[config.mk]
export PLATFORM = sky130hd
export DESIGN_NAME = spm_bus_slave_flat
export DESIGN_NICKNAME = d
export VERILOG_FILES = /design/src/rtl/spm_bus_slave_if.sv /design/src/rtl/spm_bus_slave.sv /design/src/flat_wrapper.sv
export SDC_FILE = /design/constraint.sdc
export NUM_CORES = 1
export LEC_CHECK = 0
export BUFFER_PORTS_ARGS = -buffer_cell sky130_fd_sc_hd__buf_2
export CAP_MARGIN = 0
export CORE_MARGIN = 3
export CORE_UTILIZATION = 51
export DETAILED_ROUTE_END_ITERATION = 8
export PLACE_DENSITY = 0.78
export SYNTH_ARGS = -nofsm -noshare
export SYNTH_HDL_FRONTEND = slang
export SYNTH_SLANG_ARGS = --single-unit
[constraint.sdc]
create_clock -name clk -period 2.3 [get_ports clk]
set_input_delay 0.115 -clock clk [delete_from_list [all_inputs] [get_ports clk]]
set_output_delay 0.115 -clock clk [all_outputs]
set_load 0.01 [all_outputs]
[src/rtl/spm_bus_slave_if.sv]
// Processor-bus side of the scratch-pad RAM responder.
// Active-low strobe/ready handshake for single-word transfers.
interface spm_bus_slave_if #(
    parameter int ADDR_W = 12,
    parameter int DATA_W = 32
);
    logic              as_;
    logic              rw;
    logic [ADDR_W-1:0] addr;
    logic [DATA_W-1:0] wr_data;
    logic [3:0]        byte_en;
    logic [DATA_W-1:0] rd_data;
    logic              rdy_;
    logic              busy;

    modport master (
        output as_, rw, addr, wr_data, byte_en,
        input  rd_data, rdy_, busy
    );

    modport slave (
        input  as_, rw, addr, wr_data, byte_en,
        output rd_data, rdy_, busy
    );
endinterface

[src/rtl/spm_bus_slave.sv]
// Bus responder driving port B of the 4096x32 scratch-pad RAM.
// Byte-lane writes are done as read-modify-write since the RAM has one word write enable.
module spm_bus_slave #(
    parameter int ADDR_W = 12,
    parameter int DATA_W = 32
) (
    input  logic              clk,
    input  logic              reset,
    spm_bus_slave_if.slave    bus,
    output logic [ADDR_W-1:0] ram_addr,
    output logic              ram_we,
    output logic [DATA_W-1:0] ram_wd,
    input  logic [DATA_W-1:0] ram_rd
);
    localparam int LANES = DATA_W / 8;

    typedef enum logic [2:0] {
        S_IDLE     = 3'd0,
        S_RD_WAIT  = 3'd1,
        S_RD_DATA  = 3'd2,
        S_RMW_WAIT = 3'd3,
        S_RMW_WR   = 3'd4,
        S_WR       = 3'd5,
        S_ACK      = 3'd6
    } state_t;

    state_t            r_state;
    state_t            w_state_nxt;
    logic              r_rmw_phase;
    logic              w_rmw_phase_nxt;
    logic [3:0]        r_byte_en;
    logic [DATA_W-1:0] r_wr_data;
    logic [DATA_W-1:0] r_rd_data;
    logic              r_rdy_n;
    logic [ADDR_W-1:0] r_ram_addr;
    logic              r_ram_we;
    logic [DATA_W-1:0] r_ram_wd;

    logic [3:0]        w_byte_en_nxt;
    logic [DATA_W-1:0] w_wr_data_nxt;
    logic [DATA_W-1:0] w_rd_data_nxt;
    logic              w_rdy_n_nxt;
    logic [ADDR_W-1:0] w_ram_addr_nxt;
    logic              w_ram_we_nxt;
    logic [DATA_W-1:0] w_ram_wd_nxt;

    function automatic logic [DATA_W-1:0] f_merge(
        input logic [3:0]        be,
        input logic [DATA_W-1:0] wd,
        input logic [DATA_W-1:0] rd
    );
        logic [DATA_W-1:0] m;
        m = rd;
        for (int i = 0; i < LANES; i++) begin
            if (be[i]) begin
                m[8*i +: 8] = wd[8*i +: 8];
            end else begin
                m[8*i +: 8] = rd[8*i +: 8];
            end
        end
        return m;
    endfunction

    // State register; RMW_WAIT spans two cycles so ram_rd is valid before the merge.
    always_ff @(posedge clk or negedge reset) begin
        if (!reset) begin
            r_state     <= S_IDLE;
            r_rmw_phase <= 1'b0;
        end else begin
            r_state     <= w_state_nxt;
            r_rmw_phase <= w_rmw_phase_nxt;
        end
    end

    // Next-state decode.
    always_comb begin
        w_state_nxt     = r_state;
        w_rmw_phase_nxt = 1'b0;
        case (r_state)
            S_IDLE: begin
                if (!bus.as_) begin
                    if (bus.rw) begin
                        w_state_nxt = S_RD_WAIT;
                    end else if (bus.byte_en == 4'hF) begin
                        w_state_nxt = S_WR;
                    end else if (bus.byte_en == 4'h0) begin
                        w_state_nxt = S_ACK;
                    end else begin
                        w_state_nxt = S_RMW_WAIT;
                    end
                end else begin
                    w_state_nxt = S_IDLE;
                end
            end
            S_RD_WAIT: w_state_nxt = S_RD_DATA;
            S_RD_DATA: w_state_nxt = S_ACK;
            S_WR:      w_state_nxt = S_ACK;
            S_RMW_WAIT: begin
                if (r_rmw_phase) begin
                    w_state_nxt = S_RMW_WR;
                end else begin
                    w_rmw_phase_nxt = 1'b1;
                end
            end
            S_RMW_WR:  w_state_nxt = S_ACK;
            // A null write enters ACK with rdy_ still high and pulses it on the next edge.
            S_ACK: begin
                if (!r_rdy_n) begin
                    w_state_nxt = S_IDLE;
                end else begin
                    w_state_nxt = S_ACK;
                end
            end
            default:   w_state_nxt = S_IDLE;
        endcase
    end

    // Next values of the registered outputs and captured request.
    always_comb begin
        w_byte_en_nxt  = r_byte_en;
        w_wr_data_nxt  = r_wr_data;
        w_rd_data_nxt  = r_rd_data;
        w_rdy_n_nxt    = 1'b1;
        w_ram_addr_nxt = r_ram_addr;
        w_ram_we_nxt   = 1'b0;
        w_ram_wd_nxt   = r_ram_wd;
        case (r_state)
            S_IDLE: begin
                if (!bus.as_) begin
                    w_byte_en_nxt  = bus.byte_en;
                    w_wr_data_nxt  = bus.wr_data;
                    w_ram_addr_nxt = bus.addr;
                    if (!bus.rw && (bus.byte_en == 4'hF)) begin
                        w_ram_we_nxt = 1'b1;
                        w_ram_wd_nxt = bus.wr_data;
                    end else begin
                        w_ram_we_nxt = 1'b0;
                    end
                end else begin
                    w_ram_we_nxt = 1'b0;
                end
            end
            S_RD_DATA: begin
                w_rd_data_nxt = ram_rd;
                w_rdy_n_nxt   = 1'b0;
            end
            S_WR:       w_rdy_n_nxt = 1'b0;
            S_RMW_WAIT: begin
                if (r_rmw_phase) begin
                    w_ram_wd_nxt = f_merge(r_byte_en, r_wr_data, ram_rd);
                    w_ram_we_nxt = 1'b1;
                end else begin
                    w_ram_we_nxt = 1'b0;
                end
            end
            S_RMW_WR:   w_rdy_n_nxt = 1'b0;
            S_ACK: begin
                if (r_rdy_n) begin
                    w_rdy_n_nxt = 1'b0;
                end else begin
                    w_rdy_n_nxt = 1'b1;
                end
            end
            default:    w_rdy_n_nxt = 1'b1;
        endcase
    end

    // Output and capture registers.
    always_ff @(posedge clk or negedge reset) begin
        if (!reset) begin
            r_byte_en  <= 4'h0;
            r_wr_data  <= {DATA_W{1'b0}};
            r_rd_data  <= {DATA_W{1'b0}};
            r_rdy_n    <= 1'b1;
            r_ram_addr <= {ADDR_W{1'b0}};
            r_ram_we   <= 1'b0;
            r_ram_wd   <= {DATA_W{1'b0}};
        end else begin
            r_byte_en  <= w_byte_en_nxt;
            r_wr_data  <= w_wr_data_nxt;
            r_rd_data  <= w_rd_data_nxt;
            r_rdy_n    <= w_rdy_n_nxt;
            r_ram_addr <= w_ram_addr_nxt;
            r_ram_we   <= w_ram_we_nxt;
            r_ram_wd   <= w_ram_wd_nxt;
        end
    end

    assign bus.rd_data = r_rd_data;
    assign bus.rdy_    = r_rdy_n;
    assign bus.busy    = (r_state != S_IDLE);
    assign ram_addr    = r_ram_addr;
    assign ram_we      = r_ram_we;
    assign ram_wd      = r_ram_wd;
endmodule
[src/flat_wrapper.sv]
// flat-port wrapper written by rule: the top's interface ports become plain ports
module spm_bus_slave_flat 
#(
    parameter int ADDR_W = 12,
    parameter int DATA_W = 32
)
  (clk, reset, ram_addr, ram_we, ram_wd, ram_rd, bus_as_, bus_rw, bus_addr, bus_wr_data, bus_byte_en, bus_rd_data, bus_rdy_, bus_busy);
  spm_bus_slave_if #(.ADDR_W(ADDR_W), .DATA_W(DATA_W)) bus_i ();
  input  logic clk;
  input  logic reset;
  output logic [ADDR_W-1:0] ram_addr;
  output logic ram_we;
  output logic [DATA_W-1:0] ram_wd;
  input  logic [DATA_W-1:0] ram_rd;
  input wire logic [$bits(bus_i.as_)-1:0] bus_as_;
  input wire logic [$bits(bus_i.rw)-1:0] bus_rw;
  input wire logic [$bits(bus_i.addr)-1:0] bus_addr;
  input wire logic [$bits(bus_i.wr_data)-1:0] bus_wr_data;
  input wire logic [$bits(bus_i.byte_en)-1:0] bus_byte_en;
  output wire logic [$bits(bus_i.rd_data)-1:0] bus_rd_data;
  output wire logic [$bits(bus_i.rdy_)-1:0] bus_rdy_;
  output wire logic [$bits(bus_i.busy)-1:0] bus_busy;
  assign bus_i.as_ = bus_as_;
  assign bus_i.rw = bus_rw;
  assign bus_i.addr = bus_addr;
  assign bus_i.wr_data = bus_wr_data;
  assign bus_i.byte_en = bus_byte_en;
  assign bus_rd_data = bus_i.rd_data;
  assign bus_rdy_ = bus_i.rdy_;
  assign bus_busy = bus_i.busy;
  spm_bus_slave #(.ADDR_W(ADDR_W), .DATA_W(DATA_W)) u_core (.clk(clk), .reset(reset), .bus(bus_i), .ram_addr(ram_addr), .ram_we(ram_we), .ram_wd(ram_wd), .ram_rd(ram_rd));
endmodule
# After elaboration in Yosys (flattened, before gate mapping)
# Index checks and enable logic that the tools add are counted.
# word_totals
ff_bits	118
input_bits	84
out_inout_bits	79
wordCells	52
# classes
n_eq_ne	10
muxes	23
n_bitwise	1
n_reduce_logical	9
# op_table
operator	count
two-way mux 32 bit	3
one-hot mux 32 bit (2 select lines)	1
two-way mux 8 bit	4
two-way mux 3 bit	6
one-hot mux 3 bit (5 select lines)	1
equality test 3 bit, second input constant	3
equality test 3 x 2 -> 1 bit, second input constant	2
two-way mux 1 bit	6
equality test 4 bit, second input constant	1
logical NOT 4 bit	1
!= test 2 x 1 -> 1 bit, second input constant	2
one-hot mux 1 bit (2 select lines)	2
AND reduction 4 bit	1
equality test 3 x 1 -> 1 bit, second input constant	1
logical NOT 3 bit	1
nonzero test 3 bit	1
OR reduction 3 bit	1
!= test 2 bit, second input constant	1
AND reduction 2 bit	1
nonzero test 2 bit	1
logical AND 1 bit	1
logical NOT 1 bit	1
NOT 1 bit	1

# Logic depth before layout (Yosys ltp)
# Gate-level depths: netlist of run 1.
# depth
depth_word	6
ltp_mapped	7

# Worst setup path before layout of run 1
# OpenSTA, ideal clock, no wires.
# synth_path
path_kind	register to register
startpoint	reg u_core.r_state[0]
endpoint	reg u_core.r_byte_en[0]
arrival_ps	1504
slack_ps	672
path_stages_with_launch	5
period_less_slack_ps	1628
path_cell_list	dfrtp_1 > clkbuf_1 > nor4_4 > buf_2 > mux2_2
# synth_between
elab_chain_len	2
# synth_rtl
item	line_no	source
start: declaration	spm_bus_slave.sv:27	state_t r_state;
start signal: assignment	spm_bus_slave.sv:70	r_state <= w_state_nxt;
logical NOT 3 bit	spm_bus_slave.sv:127	case (r_state)
AND reduction 2 bit (no line)	-	
end signal: assignment	spm_bus_slave.sv:179	r_byte_en <= w_byte_en_nxt;
end: declaration	spm_bus_slave.sv:31	logic [3:0] r_byte_en;
# No other way between the ends.
# A chain may end at the register's enable or synchronous reset.

# Worst setup path after layout of run 1
# layout_path
startpoint	reg u_core.r_state[0]
endpoint	reg u_core.r_state[0]
# layout_between
elab_chain_len	3
# layout_rtl
item	line_no	source
equality test 3 x 2 -> 1 bit or equality test 3 bit (tied branches)	spm_bus_slave.sv:79	case (r_state)
OR reduction 3 bit (no line)	-	
one-hot mux 3 bit (5 select lines)	spm_bus_slave.sv:79	
# Parallel ways exist; a longest one is shown, timed or not.

==> impl_metrics.toml, run 1 <==
[sta]
fin_skew_ns = 0.00912
relSlewSlack = 0.632
holdWs_ns = 0.109
tightestPinTransition_ns = 0.552
setup_viol = 0
finalMaxSlewViolations = 0
period_share = 0.841
fmax_ghz = 0.517
rsz0062_at_grt = "no"
hold_viol = 0
tns_ns = 0
period_minus_slack_ns = 1.93

[die]
die-area_um2 = 11100
die_w_um = 105
die_h_um = 105
coreArea_um2 = 9420
row_count = 35
io_pins = 163
initial_core_util = 0.536

[clock_network]
clock_latency_ns = 0.51
cts.sinks = 118
clk_pin_slew_ns = 0.05
htreeDepth = 4
cts-resized-gates = 0
clockBufferDepth = 2
cts_tree = "built"
clock-root-buffer = "clkbuf_8"
cts_setup_buffers = 0
numCtsBuffers = 17

[global_routing]
antenna_found_initial = 0
grt_max_degree = 52
grt_usage = 0.244
grt_pass1_vias = 4391
globalRouteOverflowTotal = 0
grt_pass1_wl_um = 21600

[drt]
via_per_inst = 5.12
first_pass_iters = 4
drtIter0Drc = 160
drc = 0
wire_per_inst_um = 16.4
ant_nets = 0
vias = 4103
totalWireLength_um = 13100

[cells_and_area]
finish.utilization = 0.788
drive_above_1_share = 0.426
synthToLayoutAreaGrowth_pct = 47.1
stdcell_area_um2 = 7420
layout.nets = 745
mostFrequentLayoutCells = "161 x buf_2, 117 x dfrtp_1, 83 x dlygate4sd3_1, 80 x mux2_2, 36 x nand2_1"
fillers = 568
layout_commonest_cell = "buf_2"
diodes = 0

[yosys]
synth-simple-area-share = 0.0707
synthAdderAreaFrac = 0
synth-xor-area-share = 0
synth_compound_area_frac = 0.0737
synthMuxAreaShare = 0.242
synth_warnings = 0
synth_cells = 415
syn_nets = 499
ys_seq_area_frac = 0.586
ys_types = 24
synth.ff_latch_count = 118
netlist_area_um2 = 5040
avgSynthCellArea_um2 = 12.2
synth_top_family_by_area = "multiplexers"

[power]
powerDensity_nw_per_um2 = 1300
peakVddDrop_mv = 0.735
p_leak_nw = 3.57

[critical_path]
critical_path_required_ns = 2.72
critPathBufInv = 2
crit_fanout = 30
critPathTopFamily = "buffers and inverters"
critical_path.endpoint_type = "register"
crit_chain = "nor4_4, buf_12, o21ai_0, dlygate4sd3_1, o21ai_0"
cpMaxStageDelayCell = "dlygate4sd3_1"
crit_top_cell = "o21ai_0"
arrival_ns = 2.35
startpoint_type = "register"
critical_path_class = "register to register"
slowest_delay_ns = 0.56

[placed_design]
dpl-instance-area_um2 = 6030
gp_congestion = 0.757
portBuffers = 162
dpl.hpwl_um = 8090

[run_status]
status = "complete, no violations"

[min_path]
hold_path.class = "primary input to asynchronous set/reset pin"

[job]
max_cap_viol_count = 0
[worst reg2reg max path, stage by stage (launching register included)]
cell and delay [ns]:
dfrtp_1 0.48, nor4_4 0.39, buf_12 0.25, o21ai_0 0.11
dlygate4sd3_1 0.56, o21ai_0 0.07
[what timing repair did]
action,4_1_cts,5_1_grt
hold buffers,83,0
setup endpoints to repair,0,0
endpoints found under the hold margin,207,0
[cell type report]
type	count	area [um^2]	area share
clock buffer	21	459	0.0619
clock inverter	9	103	0.0138
inverter	3	11.3	0.00152
multi-input combinational	265	1970	0.265
sequential	118	2950	0.398
tap	129	161	0.0217
timing repair buffer	256	1760	0.238
[synth_stat cells]
cell,n,area share
dfrtp_1,117,0.58
buf_1,2,0.0015
nand2_1,36,0.027
nand3_1,1,0.00099
o21ai_1,32,0.032
inv_1,3,0.0022
nand2b_1,3,0.0037
or3_1,1,0.0012
nor4_4,1,0.0042
mux2i_1,32,0.063
nor3b_2,1,0.0025
nor2_1,33,0.025
and4_1,1,0.0017
dfstp_2,1,0.0052
o2bb2ai_1,1,0.0017
clkbuf_1,10,0.0074
a31oi_1,2,0.0025
and4b_1,1,0.0020
mux2_2,80,0.18
o21ai_0,6,0.0060
buf_2,17,0.017
or4_1,1,0.0015
a21oi_1,32,0.032
nand3b_1,1,0.0015
[registers in the layout, indices dropped and copies added (netlist names)]
| signal | cells |
|---|---|
| u_core.bus.rd_data | 32 |
| u_core.r_wr_data | 32 |
| u_core.ram_wd | 32 |
| u_core.ram_addr | 12 |
| u_core.r_byte_en | 4 |
| u_core.r_state | 3 |
| u_core.bus.rdy_ | 1 |
| u_core.r_rmw_phase | 1 |
| u_core.ram_we | 1 |
[path summary, 6_finish.rpt]
kind                                          startpoint  cells past startpoint  slack (ns)                              to
max in group asynchronous                          reset                      3        1.50  u_core.ram_addr[2]$_DFFE_PN0P_
min in group clk                                 bus_as_                      5        0.13   u_core.r_state[1]$_DFFE_PN0N_
hold / removal                                     reset                      2        0.11   u_core.ram_wd[28]$_DFFE_PN0P_
setup reg to reg           u_core.r_state[0]$_DFFE_PN0N_                      5        0.37   u_core.r_state[0]$_DFFE_PN0N_
setup / recovery           u_core.r_state[0]$_DFFE_PN0N_                      5        0.37   u_core.r_state[0]$_DFFE_PN0N_
hold reg to reg            u_core.ram_wd[13]$_DFFE_PN0P_                      2        0.49   u_core.ram_wd[13]$_DFFE_PN0P_
[routing by layer]
layer / up-vias / GRT usage / part of all wire
li1: 1942 / - / -
met3: 19 / 0.0765 / 0.059
met1: 2005 / 0.290 / 0.42
met2: 137 / 0.424 / 0.50
met4: 0 / 0.0684 / 0.014
met5: - / 0 / 0
[kinds of logic (layout without fill, tap and decap cells)]
logic type / count (synthesis) / after routing
simple gates: 80 / 80
mux: 112 / 112
compound gates: 73 / 73
flops: 118 / 118
buf+inv: 32 / 289
[stage by stage]
stage                     power, mW  instances  worst slack (ns)
final                          9.67        801             0.366
after global routing           10.3        801             0.277
after CTS                      9.70        801             0.355
after detailed placement       7.07        688             0.566
after global placement         6.87        688             0.597
after floorplan                5.81        415             0.672
[power breakdown]
part | total, mW | switching, mW | internal (mW)
logic | 3.36 | 1.52 | 1.84
clock network | 2.48 | 0.874 | 1.60
registers | 3.84 | 0.744 | 3.09
total | 9.67 | 3.14 | 6.54
Note: power is estimated with default switching activity, not from simulation.
==> run 2, diff against run 1 <==
--- a/config.mk
+++ b/config.mk
@@ -5,12 +5,13 @@
 export SDC_FILE = /design/constraint.sdc
 export NUM_CORES = 1
 export LEC_CHECK = 0
+export ABC_AREA = 1
 export BUFFER_PORTS_ARGS = -buffer_cell sky130_fd_sc_hd__buf_2
 export CAP_MARGIN = 0
 export CORE_MARGIN = 3
 export CORE_UTILIZATION = 51
 export DETAILED_ROUTE_END_ITERATION = 8
-export PLACE_DENSITY = 0.78
+export PLACE_DENSITY = 0.77
 export SYNTH_ARGS = -nofsm -noshare
 export SYNTH_HDL_FRONTEND = slang
 export SYNTH_SLANG_ARGS = --single-unit
==> constraint.sdc (replaced) <==
create_clock -name clk -period 1.8 [get_ports clk]
set_input_delay 0.09 -clock clk [delete_from_list [all_inputs] [get_ports clk]]
set_output_delay 0.09 -clock clk [all_outputs]
set_load 0.01 [all_outputs]
==> run 2 against run 1 <==
Against the previous run: first-iteration DRC count up 110%; critical endpoint is now u_core.ram_wd[9]$_DFFE_PN0P_; global-route usage up 4.4 points; sequential share of layout area down 0.88 points; largest cell class unchanged; core utilization down 2.6 points; clock power up 16%.
==> impl_metrics.toml, run 2 <==
[run_status]
status = "complete, no violations"

[yosys]
ys_types = 18
post-synth-top-count-cell = "nand2_1"
synth_warnings = 0
synth_top_area_frac = 0.550
syn_nets = 772
ys_seq_area_frac = 0.555
yosysTopAreaCell = "dfrtp_1"
synth_flop_cell = "dfrtp_1"
synth_edf_count = 0
async_reset_ff_frac = 1.00
synth_area_leaders = "dfrtp_1 55%, nand2_1 25%, o21ai_0 7.1%"
synth.ff_latch_count = 118
avgSynthCellArea_um2 = 7.73
netlist_area_um2 = 5320
yosys-top-cells-count = "355 x nand2_1, 117 x dfrtp_1, 76 x o21ai_0"
synth_cells = 688

[clock_network]
numCtsBuffers = 17
clock_latency_ns = 0.51
htreeDepth = 4
cts_setup_buffers = 0
clockBufferDepth = 2
cts_tree = "built"
cts.sinks = 118
clk_pin_slew_ns = 0.05
clock-root-buffer = "clkbuf_8"

[sta]
setup_viol = 0
fin_skew_ns = 0.00768
setup_slack_ns = 0.234
rsz0062_at_grt = "no"
period_minus_slack_ns = 1.57
fmax_ghz = 0.639
relSlewSlack = 0.642
period_share = 0.870
finalMaxSlewViolations = 0
tightestPinTransition_ns = 0.537
tns_ns = 0
hold_viol = 0
holdWs_ns = 0.0725

[placed_design]
portBuffers = 162
gp_congestion = 0.843
post-place-cells = 961
dpl-instance-area_um2 = 6250
dpl.hpwl_um = 9630
pre_cts_ws_ns = 0.291

[cells_and_area]
layout_commonest_cell = "nand2_1"
finish.utilization = 0.763
multi_input_area_um2 = 1980
fillers = 664
synthToLayoutAreaGrowth_pct = 42.7
diodes = 0
stdcell_area_um2 = 7590
seq_area_um2 = 2950
drive_above_1_share = 0.229
mostFrequentLayoutCells = "354 x nand2_1, 161 x buf_2, 117 x dfrtp_1, 83 x dlygate4sd3_1, 76 x o21ai_0"
instances_no_fill = 1073
layout.nets = 1014

[critical_path]
critical_path_required_ns = 2.24
critical_path_class = "register to register"
critPathTopFamily = "simple AND/OR/NAND/NOR gates"
cpMaxStageDelayCell = "dfrtp_1"
startpoint_type = "register"
crit_top_cell = "nand2_1"
crit_fanout = 21
slowest_delay_ns = 0.41
arrival_ns = 2.01
critical_path.endpoint_type = "register"
critPathBufInv = 1
crit_chain = "nor2_2, nand3_2, o21ai_4, buf_4, nand2_1, nand2_1"

[global_routing]
grt_usage = 0.288
grt_pass1_wl_um = 26300
globalRouteOverflowTotal = 0
grt_max_degree = 72
antenna_found_initial = 0
grt_pass1_vias = 5577

[power]
p_leak_nw = 4.27
powerDensity_nw_per_um2 = 1560
total_power_mw = 11.9
peakVddDrop_mv = 0.831

[min_path]
hold_path.class = "primary input to register"

[die]
die_w_um = 108
initial_core_util = 0.534
coreArea_um2 = 9950
die-area_um2 = 11700
die_h_um = 108
row_count = 36
io_pins = 163

[drt]
drtIter0Drc = 341
via_per_inst = 5.09
vias = 5459
ant_nets = 0
totalWireLength_um = 15700
drc = 0
wire_per_inst_um = 14.6
first_pass_iters = 6

[job]
max_cap_viol_count = 0
run 2: changes by cell type in the layout (fill, tap and decap cells not counted), moves of 7 or more:
cell,before,now
nand2_1,36,354
mux2_2,80,0
o21ai_0,6,76
inv_1,3,47
nand3_1,1,34
mux2i_1,32,0
a21oi_1,32,2
o21ai_1,32,2
nor2_1,33,7
buf_4,9,16
run 2: path summary, 6_finish.rpt:
path                            slack (ns)                        startpoint  depth (start not counted)                               end
max in group asynchronous             1.18                             reset                          3         u_core.bus.rdy_$_DFF_PN1_
worst min register to register        0.48  u_core.r_wr_data[19]$_DFFE_PN0P_                          2  u_core.r_wr_data[19]$_DFFE_PN0P_
worst max register to register        0.23     u_core.r_state[1]$_DFFE_PN0N_                          6      u_core.ram_wd[9]$_DFFE_PN0P_
min in group asynchronous             0.13                             reset                          3      u_core.ram_wd[3]$_DFFE_PN0P_
worst max-delay path                  0.23     u_core.r_state[1]$_DFFE_PN0N_                          6      u_core.ram_wd[9]$_DFFE_PN0P_
worst min-delay path                  0.07                           bus_as_                          5   u_core.r_wr_data[5]$_DFFE_PN0P_
run 2: area by class of cell:
class | count | share of cell area
inverters | 50 | 0.0247
flip-flops and latches | 118 | 0.389
well taps | 133 | 0.0219
clock buffers | 24 | 0.0633
clock inverters | 5 | 0.00330
multi-input cells | 481 | 0.261
repair buffers | 262 | 0.237
run 2: worst min-delay path, cell delays in order:
cell and delay [ns]:
buf_2 0.10, inv_1 0.05, nand3_2 0.18, nand2_1 0.08, nand2_1 0.06
run 2: cells by family (layout without fill, tap and decap cells):
group,count (synthesis),count (layout),synth area share
AO/OA/AOI/OAI,81,81,0.0783
AND/OR/NAND/NOR,400,400,0.294
buffers and inverters,89,341,0.0729
flip-flops,118,118,0.555
run 2: routing by layer:
metal,wire [um],share of wire,global-route usage,up-vias
met3,1090,0.069,0.0657,56
met2,7770,0.49,0.493,261
met1,6280,0.40,0.342,2538
met5,0,0,0,-
li1,-,-,-,2604
met4,560,0.036,0.140,0
run 2: repair_timing:
item,CTS,global route
endpoints found under the hold margin,231,0
resized for setup,0,0
hold buffers,83,0
run 2: report_power, final:
part,total (mW),switching [mW],internal (mW)
clock,2.88,1.08,1.80
combinational,4.17,2.47,1.70
sequential,4.81,0.881,3.92
total,11.9,4.43,7.43
